[config.mk]
export PLATFORM = sky130hd
export DESIGN_NAME = ccff_chain_loader
export DESIGN_NICKNAME = d
export VERILOG_FILES = /design/src/rtl/ccff_chain_loader.sv
export SDC_FILE = /design/constraint.sdc
export NUM_CORES = 1
export LEC_CHECK = 0
export ABC_AREA = 1
export CORE_ASPECT_RATIO = 1.75
export CORE_MARGIN = 3
export CORE_UTILIZATION = 54
export CTS_CLUSTER_SIZE = 8
export DETAILED_ROUTE_END_ITERATION = 10
export PLACE_DENSITY = 0.89
export SETUP_SLACK_MARGIN = 0.2
export SYNTH_ARGS = -nofsm -noshare
export SYNTH_HDL_FRONTEND = slang
export SYNTH_SLANG_ARGS = --single-unit
[constraint.sdc]
create_clock -name prog_clk -period 2.4 [get_ports prog_clk]
set_input_delay 0.48 -clock prog_clk [delete_from_list [all_inputs] [get_ports prog_clk]]
set_output_delay 0.48 -clock prog_clk [all_outputs]
set_load 0.02 [all_outputs]
[src/rtl/ccff_chain_loader.sv]
// -----------------------------------------------------------------------------
// ccff_chain_loader
//
// Writer end of the configuration-chain protocol. Bytes arrive on a
// valid/ready handshake and are serialised LSB-first onto ccff_head while
// shift_en qualifies the chain flops on prog_clk. In verify mode the host
// sends the bitstream twice; during the second pass every bit emerging on
// ccff_tail is compared with the bit being sent, and any difference sets a
// sticky error flag.
//
// Ports:
//   prog_clk      programming clock, all state updates on its rising edge
//   prog_reset_n  asynchronous active-low reset
//   start         one-cycle pulse, begins a load when idle
//   verify        sampled with start, 1 = two-pass load with readback compare
//   abort         returns the block to IDLE at the next edge
//   data_in       bitstream byte, bit 0 shifted first
//   data_valid    data_in is valid
//   data_ready    block accepts data_in this cycle
//   ccff_head     serial configuration bit to the chain
//   shift_en      chain captures ccff_head on this prog_clk edge
//   ccff_tail     serial output of the last chain flop
//   busy          a load is in progress
//   done          one-cycle pulse when a load completes
//   error         sticky readback mismatch, cleared by start
//   bit_count     bits shifted in the current pass
// -----------------------------------------------------------------------------
module ccff_chain_loader #(
    parameter int CHAIN_LEN = 31,
    parameter int CNT_W     = 16
) (
    input  logic             prog_clk,
    input  logic             prog_reset_n,
    input  logic             start,
    input  logic             verify,
    input  logic             abort,
    input  logic [7:0]       data_in,
    input  logic             data_valid,
    output logic             data_ready,
    output logic             ccff_head,
    output logic             shift_en,
    input  logic             ccff_tail,
    output logic             busy,
    output logic             done,
    output logic             error,
    output logic [CNT_W-1:0] bit_count
);

    typedef enum logic [1:0] {
        IDLE  = 2'd0,
        FETCH = 2'd1,
        SHIFT = 2'd2,
        DONE  = 2'd3
    } state_t;

    localparam logic [CNT_W-1:0] LP_CHAIN_LEN = CNT_W'(CHAIN_LEN);

    state_t           r_state;
    state_t           w_nextState;
    logic [7:0]       r_shreg;
    logic [3:0]       r_nbits;
    logic [CNT_W-1:0] r_bitCount;
    logic             r_pass;
    logic             r_verify;
    logic             r_error;

    logic [CNT_W-1:0] w_remaining;
    logic [3:0]       w_fetchBits;
    logic [CNT_W-1:0] w_bitCountInc;
    logic             w_lastBit;
    logic             w_passEnd;
    logic             w_needSecondPass;

    // The final byte of a pass only contributes the bits still missing, so
    // the shift count per pass always lands exactly on CHAIN_LEN.
    assign w_remaining      = LP_CHAIN_LEN - r_bitCount;
    assign w_fetchBits      = (w_remaining >= CNT_W'(8)) ? 4'd8 : w_remaining[3:0];
    assign w_bitCountInc    = r_bitCount + CNT_W'(1);
    assign w_lastBit        = (r_nbits == 4'd1);
    assign w_passEnd        = (w_bitCountInc >= LP_CHAIN_LEN);
    assign w_needSecondPass = r_verify && !r_pass;

    // State register
    always_ff @(posedge prog_clk or negedge prog_reset_n) begin
        if (!prog_reset_n) begin
            r_state <= IDLE;
        end else begin
            r_state <= w_nextState;
        end
    end

    // Next-state logic; abort overrides every other transition
    always_comb begin
        w_nextState = r_state;
        if (abort) begin
            w_nextState = IDLE;
        end else begin
            case (r_state)
                IDLE: begin
                    if (start) begin
                        w_nextState = FETCH;
                    end
                end
                FETCH: begin
                    if (data_valid) begin
                        w_nextState = SHIFT;
                    end
                end
                SHIFT: begin
                    if (w_lastBit) begin
                        if (!w_passEnd || w_needSecondPass) begin
                            w_nextState = FETCH;
                        end else begin
                            w_nextState = DONE;
                        end
                    end
                end
                DONE: begin
                    w_nextState = IDLE;
                end
                default: begin
                    w_nextState = IDLE;
                end
            endcase
        end
    end

    // Outputs decoded from registered state only
    always_comb begin
        data_ready = (r_state == FETCH);
        shift_en   = (r_state == SHIFT);
        ccff_head  = (r_state == SHIFT) && r_shreg[0];
        busy       = (r_state == FETCH) || (r_state == SHIFT);
        done       = (r_state == DONE);
        error      = r_error;
    end

    assign bit_count = r_bitCount;

    // Datapath. An aborted cycle leaves every register untouched, so error
    // keeps whatever the interrupted load had found.
    always_ff @(posedge prog_clk or negedge prog_reset_n) begin
        if (!prog_reset_n) begin
            r_shreg    <= 8'd0;
            r_nbits    <= 4'd0;
            r_bitCount <= '0;
            r_pass     <= 1'b0;
            r_verify   <= 1'b0;
            r_error    <= 1'b0;
        end else if (!abort) begin
            case (r_state)
                IDLE: begin
                    if (start) begin
                        r_error    <= 1'b0;
                        r_bitCount <= '0;
                        r_verify   <= verify;
                        r_pass     <= 1'b0;
                    end
                end
                FETCH: begin
                    if (data_valid) begin
                        r_shreg <= data_in;
                        r_nbits <= w_fetchBits;
                    end
                end
                SHIFT: begin
                    r_shreg <= {1'b0, r_shreg[7:1]};
                    r_nbits <= r_nbits - 4'd1;
                    // After a full first pass the chain is primed, so the bit
                    // leaving ccff_tail is the same-index bit of pass one.
                    if (r_verify && r_pass && (ccff_tail != r_shreg[0])) begin
                        r_error <= 1'b1;
                    end
                    if (w_lastBit && w_passEnd && w_needSecondPass) begin
                        r_pass     <= 1'b1;
                        r_bitCount <= '0;
                    end else begin
                        r_bitCount <= w_bitCountInc;
                    end
                end
                default: begin
                end
            endcase
        end
    end

endmodule

## After elaboration in Yosys (flattened, before gate mapping)

Cells that the tools add are included.

| word-level totals | value |
|---|---|
| bits in registers | 33 |
| word-level logic and storage cells | 63 |
| bits of input ports | 15 |
| output and inout port bits | 22 |

| operators by class | value |
|---|---|
| magnitude comparators | 2 |
| bitwise logic cells | 1 |
| add/subtract/negate cells | 3 |
| reduce and logical (&&, ||, !) cells | 19 |
| eq/ne operators | 12 |
| muxes and demuxes | 19 |

Operators with widths:

| operator | number |
|---|---|
| two-way mux 16 bit | 2 |
| one-hot mux 16 bit (2 select lines) | 1 |
| adder 16 x 1 -> 16 bit (second input constant) | 1 |
| >= comparator 16 x 4 -> 1 bit (second input constant) | 1 |
| >= comparator 16 x 5 -> 1 bit (second input constant) | 1 |
| one-hot mux 8 bit (2 select lines) | 1 |
| subtractor 5 x 16 -> 16 bit (first input constant) | 1 |
| AND reduction 3 bit | 4 |
| two-way mux 2 bit | 5 |
| two-way mux 4 bit | 2 |
| two-way mux 8 bit | 1 |
| one-hot mux 2 bit (4 select lines) | 1 |
| one-hot mux 4 bit (2 select lines) | 1 |
| AND reduction 4 bit | 2 |
| logical AND 1 bit | 6 |
| != test 3 bit (second input constant) | 2 |
| equality test 2 bit (second input constant) | 2 |
| equality test 4 x 1 -> 1 bit (second input constant) | 1 |
| != test 2 x 1 -> 1 bit (second input constant) | 2 |
| != test 2 bit (second input constant) | 2 |
| one-hot mux 1 bit (2 select lines) | 2 |
| nonzero test 2 bit | 2 |
| subtractor 4 x 1 -> 4 bit (second input constant) | 1 |
| two-way mux 1 bit | 3 |
| 7 further kinds | 9 |

## Longest topological paths before layout

| logic depth | value |
|---|---|
| depth in word-level cells | 8 |
| gate-level depth with buffers | 13 |
| mapped depth without buffers | 13 |

## Worst setup path after synthesis

Ideal clock, no wire load.

| timing | value |
|---|---|
| kind | register -> output |
| start | register r_state[0] |
| end | output ccff_head |
| data arrival time | 1.598 ns |
| cell stages (with the launch flop) | 7 |
| data required time | 1.920 ns |
| setup slack | 0.322 ns |
| path buffers | 2 |
| cell sequence | dfrtp_1 -> inv_1 -> ha_1 -> clkbuf_1 -> clkbuf_1 -> nand2_1 -> inv_1 |

| between the ends | value |
|---|---|
| word-level cells in the longest chain between the ends | 2 |

Ends and longest elaborated chain:

| element | RTL line | RTL |
|---|---|---|
| start: declaration | 58 | `state_t r_state;` |
| start signal: assignment | 88 | `r_state <= w_nextState;` |
| equality test 2 bit | n/a |  |
| named net shift_en | 41 | `output logic shift_en,` |
| logical AND 1 bit | 132 | `ccff_head = (r_state == SHIFT) && r_shreg[0];` |
| end: declaration | 40 | `output logic ccff_head,` |

The timed path passes the listed nets, and every way through them passes these cells.

## Final worst setup path

| timing | value |
|---|---|
| start | register r_bitCount[0], in the netlist bit_count[0] |
| end | register r_bitCount[7], in the netlist bit_count[7] |

| between the ends | value |
|---|---|
| word-level cells in the longest chain between the ends | 6 |

Ends and longest elaborated chain:

| element | RTL line | RTL |
|---|---|---|
| start: declaration | 62 | `logic [CNT_W-1:0] r_bitCount;` |
| start signal: assignment | 178 | `r_bitCount <= w_bitCountInc;` |
| adder 16 x 1 -> 16 bit (*) | 78 | `assign w_bitCountInc = r_bitCount + CNT_W'(1);` |
| >= comparator 16 x 5 -> 1 bit | 80 | `assign w_passEnd = (w_bitCountInc >= LP_CHAIN_LEN);` |
| logical AND 1 bit (2 in series) | 174 | `if (w_lastBit && w_passEnd && w_needSecondPass) begin` |
| two-way mux 16 bit (*) | 174 |  |
| one-hot mux 16 bit (2 select lines) (*) | 151 | `case (r_state)` |

Mark *: on every way between the ends. The rest lies on a longest branch, timed or not.
A chain may end at the register's enable or synchronous reset.

==> flow_metrics.py <==
metrics = {
    "run_status": {
        "outcome": "complete, no violations",
    },
    "yosys": {
        "synthesis.area_um2": 2380,
        "synth-edff-count": 0,
        "synth_warnings": 0,
        "synthArstFlopShare_pct": 100,
        "synth.distinct_cells": 31,
        "ys_seq_area_share_pct": 34.7,
        "avgSynthCellArea_um2": 6.80,
        "netlist_instances": 350,
        "synth-seq-cells": 33,
        "synthesis.nets": 377,
        "ys.flop_type": "dfrtp_1",
    },
    "floorplan": {
        "io_pins": 37,
        "die_x_um": 56.2,
        "core_area_um2": 4190,
        "die_h_um": 93.8,
        "row_count": 31,
        "dieArea_um2": 5270,
        "start_util_pct": 56.8,
    },
    "detailed_routing": {
        "drc": 0,
        "drt_iter0_drc": 95,
        "vias": 2486,
        "wl_per_cell_um": 14.2,
        "avgViaCountPerCell": 5.62,
        "ant_nets": 0,
        "drtPass1Iterations": 4,
        "routed_wl_mm": 6.30,
    },
    "clocking": {
        "clock_latency_ps": 290,
        "cts_made_buffers": 5,
        "htree_levels": 2,
        "cts_tree": "done",
        "cts.path.max_buffers": 2,
        "ctsResizeCount": 5,
        "cts_setup_buffers": 0,
        "clk_pin_slew_worst_paths_ps": 70,
        "ctsHoldBuffers": 0,
        "cts_root_buf": "clkbuf_8",
        "cts_sinks": 33,
    },
    "global_route": {
        "track_usage_pct": 25.0,
        "antenna_found_initial": 0,
        "grt_pass1_vias": 2459,
        "grt_overflow": 0,
        "grt_pass1_wl_mm": 10.4,
        "grt_max_degree": 34,
    },
    "worst_hold_path": {
        "min_to": "error",
        "hp-start": "error",
        "whs_path_depth": 2,
        "hold_class": "reg -> reg",
    },
    "place": {
        "dpl_cell_area_um2": 2810,
        "dp_hpwl_mm": 4.68,
        "gp_congestion": 0.918,
        "io_buffers": 36,
        "post-place-ws_ps": 197,
    },
    "finish": {
        "nets": 419,
        "layout_commonest_cell": "nand2_1",
        "areaGrowthSynthToFinish_pct": 22.8,
        "design_area_um2": 2920,
        "layout_common_cells": "108 x nand2_1, 52 x nor2_1, 32 x dfrtp_1, 32 x clkdlybuf4s50_1, 31 x inv_1",
        "diodes": 0,
        "drive_above_1_share_pct": 9.41,
    },
    "sta": {
        "skew_ps": 10.7,
        "setup_tns_ps": 0,
        "rsz0062_at_grt": "true",
        "timing.slew.headroom_pct": 54.9,
        "max_freq_mhz": 476,
        "fin_crit_sh_pct": 87.5,
        "fin_ws_ps": 300,
        "setup_viol": 0,
        "slew_violations": 0,
        "worst_slew_pin_slew_ps": 672,
        "min_period_ps": 2100,
        "hold_violations": 0,
    },
    "setup_path": {
        "cp_cell_sequence": "ha_2, nand2_1, nor2_4, nand2_2, nor2_2, xor2_1, nor2_1, nand3_2, nand2_8, nand2_1, o21ai_0",
        "slowest_delay_ps": 450,
        "worstRegToRegCells": 11,
        "worstPathArrival_ps": 2270,
        "critPathKind": "reg -> reg",
        "path_max_fanout": 16,
        "worstReg2RegEnd": "bit_count[7]",
        "critPathLaunchType": "flop",
        "r2r_slack_ps": 300,
        "cpMaxStageDelayCell": "dfrtp_2",
        "path_common_cell": "nand2_1",
        "end_kind": "flop",
        "worstPathRequired_ps": 2570,
        "rr_startpoint": "bit_count[0]",
    },
    "power_and_ir_drop": {
        "power.switching_mw": 0.745,
        "intPower_mw": 1.16,
        "clkPwrFrac_pct": 22.0,
        "peakVddDrop_v": 0.000523,
        "pwr-share-comb_pct": 35.7,
        "leakage_nw": 1.37,
        "power_frac_seq_pct": 42.3,
        "power_density_nw_per_um2": 653,
        "p_sw_share_pct": 39.0,
    },
    "flow_run": {
        "drv_cap": 0,
    },
}
==> cells in the mapped netlist (5+ instances only) <==
cell type | count | area, µm²
nand2_1 | 108 | 405
nor2_1 | 55 | 206
dfrtp_1 | 33 | 826
inv_1 | 31 | 116
nand3_1 | 22 | 110
ha_1 | 12 | 150
o21ai_0 | 12 | 60.1
a21oi_1 | 11 | 55.1
a31oi_1 | 7 | 43.8
nor2_2 | 7 | 43.8
clkbuf_1 | 6 | 22.5
nand3b_1 | 6 | 45.0
xor2_1 | 6 | 52.6
nand4_1 | 5 | 31.3
==> cell type report <==
type	count	area (µm²)
clock buffers	8	80.1
inverters	35	135
fillers	351	1260
well taps	49	61.3
multi-input cells	274	1410
flip-flops and latches	33	827
repair buffers	43	412
==> sequential cells by signal, indices dropped and copies added (netlist names) <==
register and count:
r_verify 1, r_pass 1, error 1, r_state 2, r_shreg 8, r_nbits 4, bit_count 16
==> worst max path at each step <==
stage                     cells past startpoint      endpoint  slack (ps)          from
final                                        11  bit_count[7]         300  bit_count[0]
after global routing                         11  bit_count[7]         170  bit_count[0]
after CTS                                     3    data_ready         250    r_state[1]
after detailed placement                     11  bit_count[7]         200  bit_count[0]
after global placement                        6    r_shreg[6]         280         abort
after floorplan                               6     ccff_head         320    r_state[0]
==> metrics by stage <==
stage | hold WS [ps] | cells | utilization (%) | total power [mW]
5_1_grt | 559 | 442 | 69.8 | 2.04
2_1_floorplan | 184 | 350 | - | 1.26
3_5_place_dp | 495 | 434 | 67.2 | 1.50
4_1_cts | 511 | 442 | 69.1 | 1.90
6_report | 503 | 442 | 69.8 | 1.91
3_3_place_gp | 482 | 434 | 67.2 | 1.48
==> power by group through the flow <==
stage / Sequential (mW) / Combinational [mW] / Clock [mW]
2_1_floorplan: 0.791 / 0.471 / 0
3_3_place_gp: 0.806 / 0.670 / 0
3_5_place_dp: 0.812 / 0.685 / 0
4_1_cts: 0.804 / 0.677 / 0.419
5_1_grt: 0.823 / 0.774 / 0.445
6_report: 0.807 / 0.682 / 0.421
==> worst max-delay path, delay by kind of cell, from the launching register on <==
family / cells / cell delay [ps]
and+or+nand+nor: 8 / 970
DFF: 1 / 450
adders and majority gates: 1 / 240
xor gates and xnor gates: 1 / 230
AOI/OAI and AO/OA: 1 / 90
==> layer usage <==
| metal | vias up | wire (µm) | GRT usage [%] |
|---|---|---|---|
| li1 | 1201 | - | - |
| met1 | 1158 | 2190 | 24.4 |
| met2 | 98 | 3400 | 46.2 |
| met3 | 29 | 350 | 3.85 |
| met4 | 0 | 359 | 18.6 |
| met5 | - | 0 | 0 |
==> logic make-up (layout without fill, tap and decap cells) <==
| family | count (synthesis) | count (layout) | share of synthesized area, % |
|---|---|---|---|
| buf+inv | 43 | 86 | 7.25 |
| flops | 33 | 33 | 34.7 |
| fa+ha+maj | 12 | 12 | 6.31 |
| simple gates | 216 | 216 | 39.8 |
| xor+xnor | 9 | 9 | 3.31 |
| compound gates | 37 | 37 | 8.67 |
(Power assumes the default switching activity.)
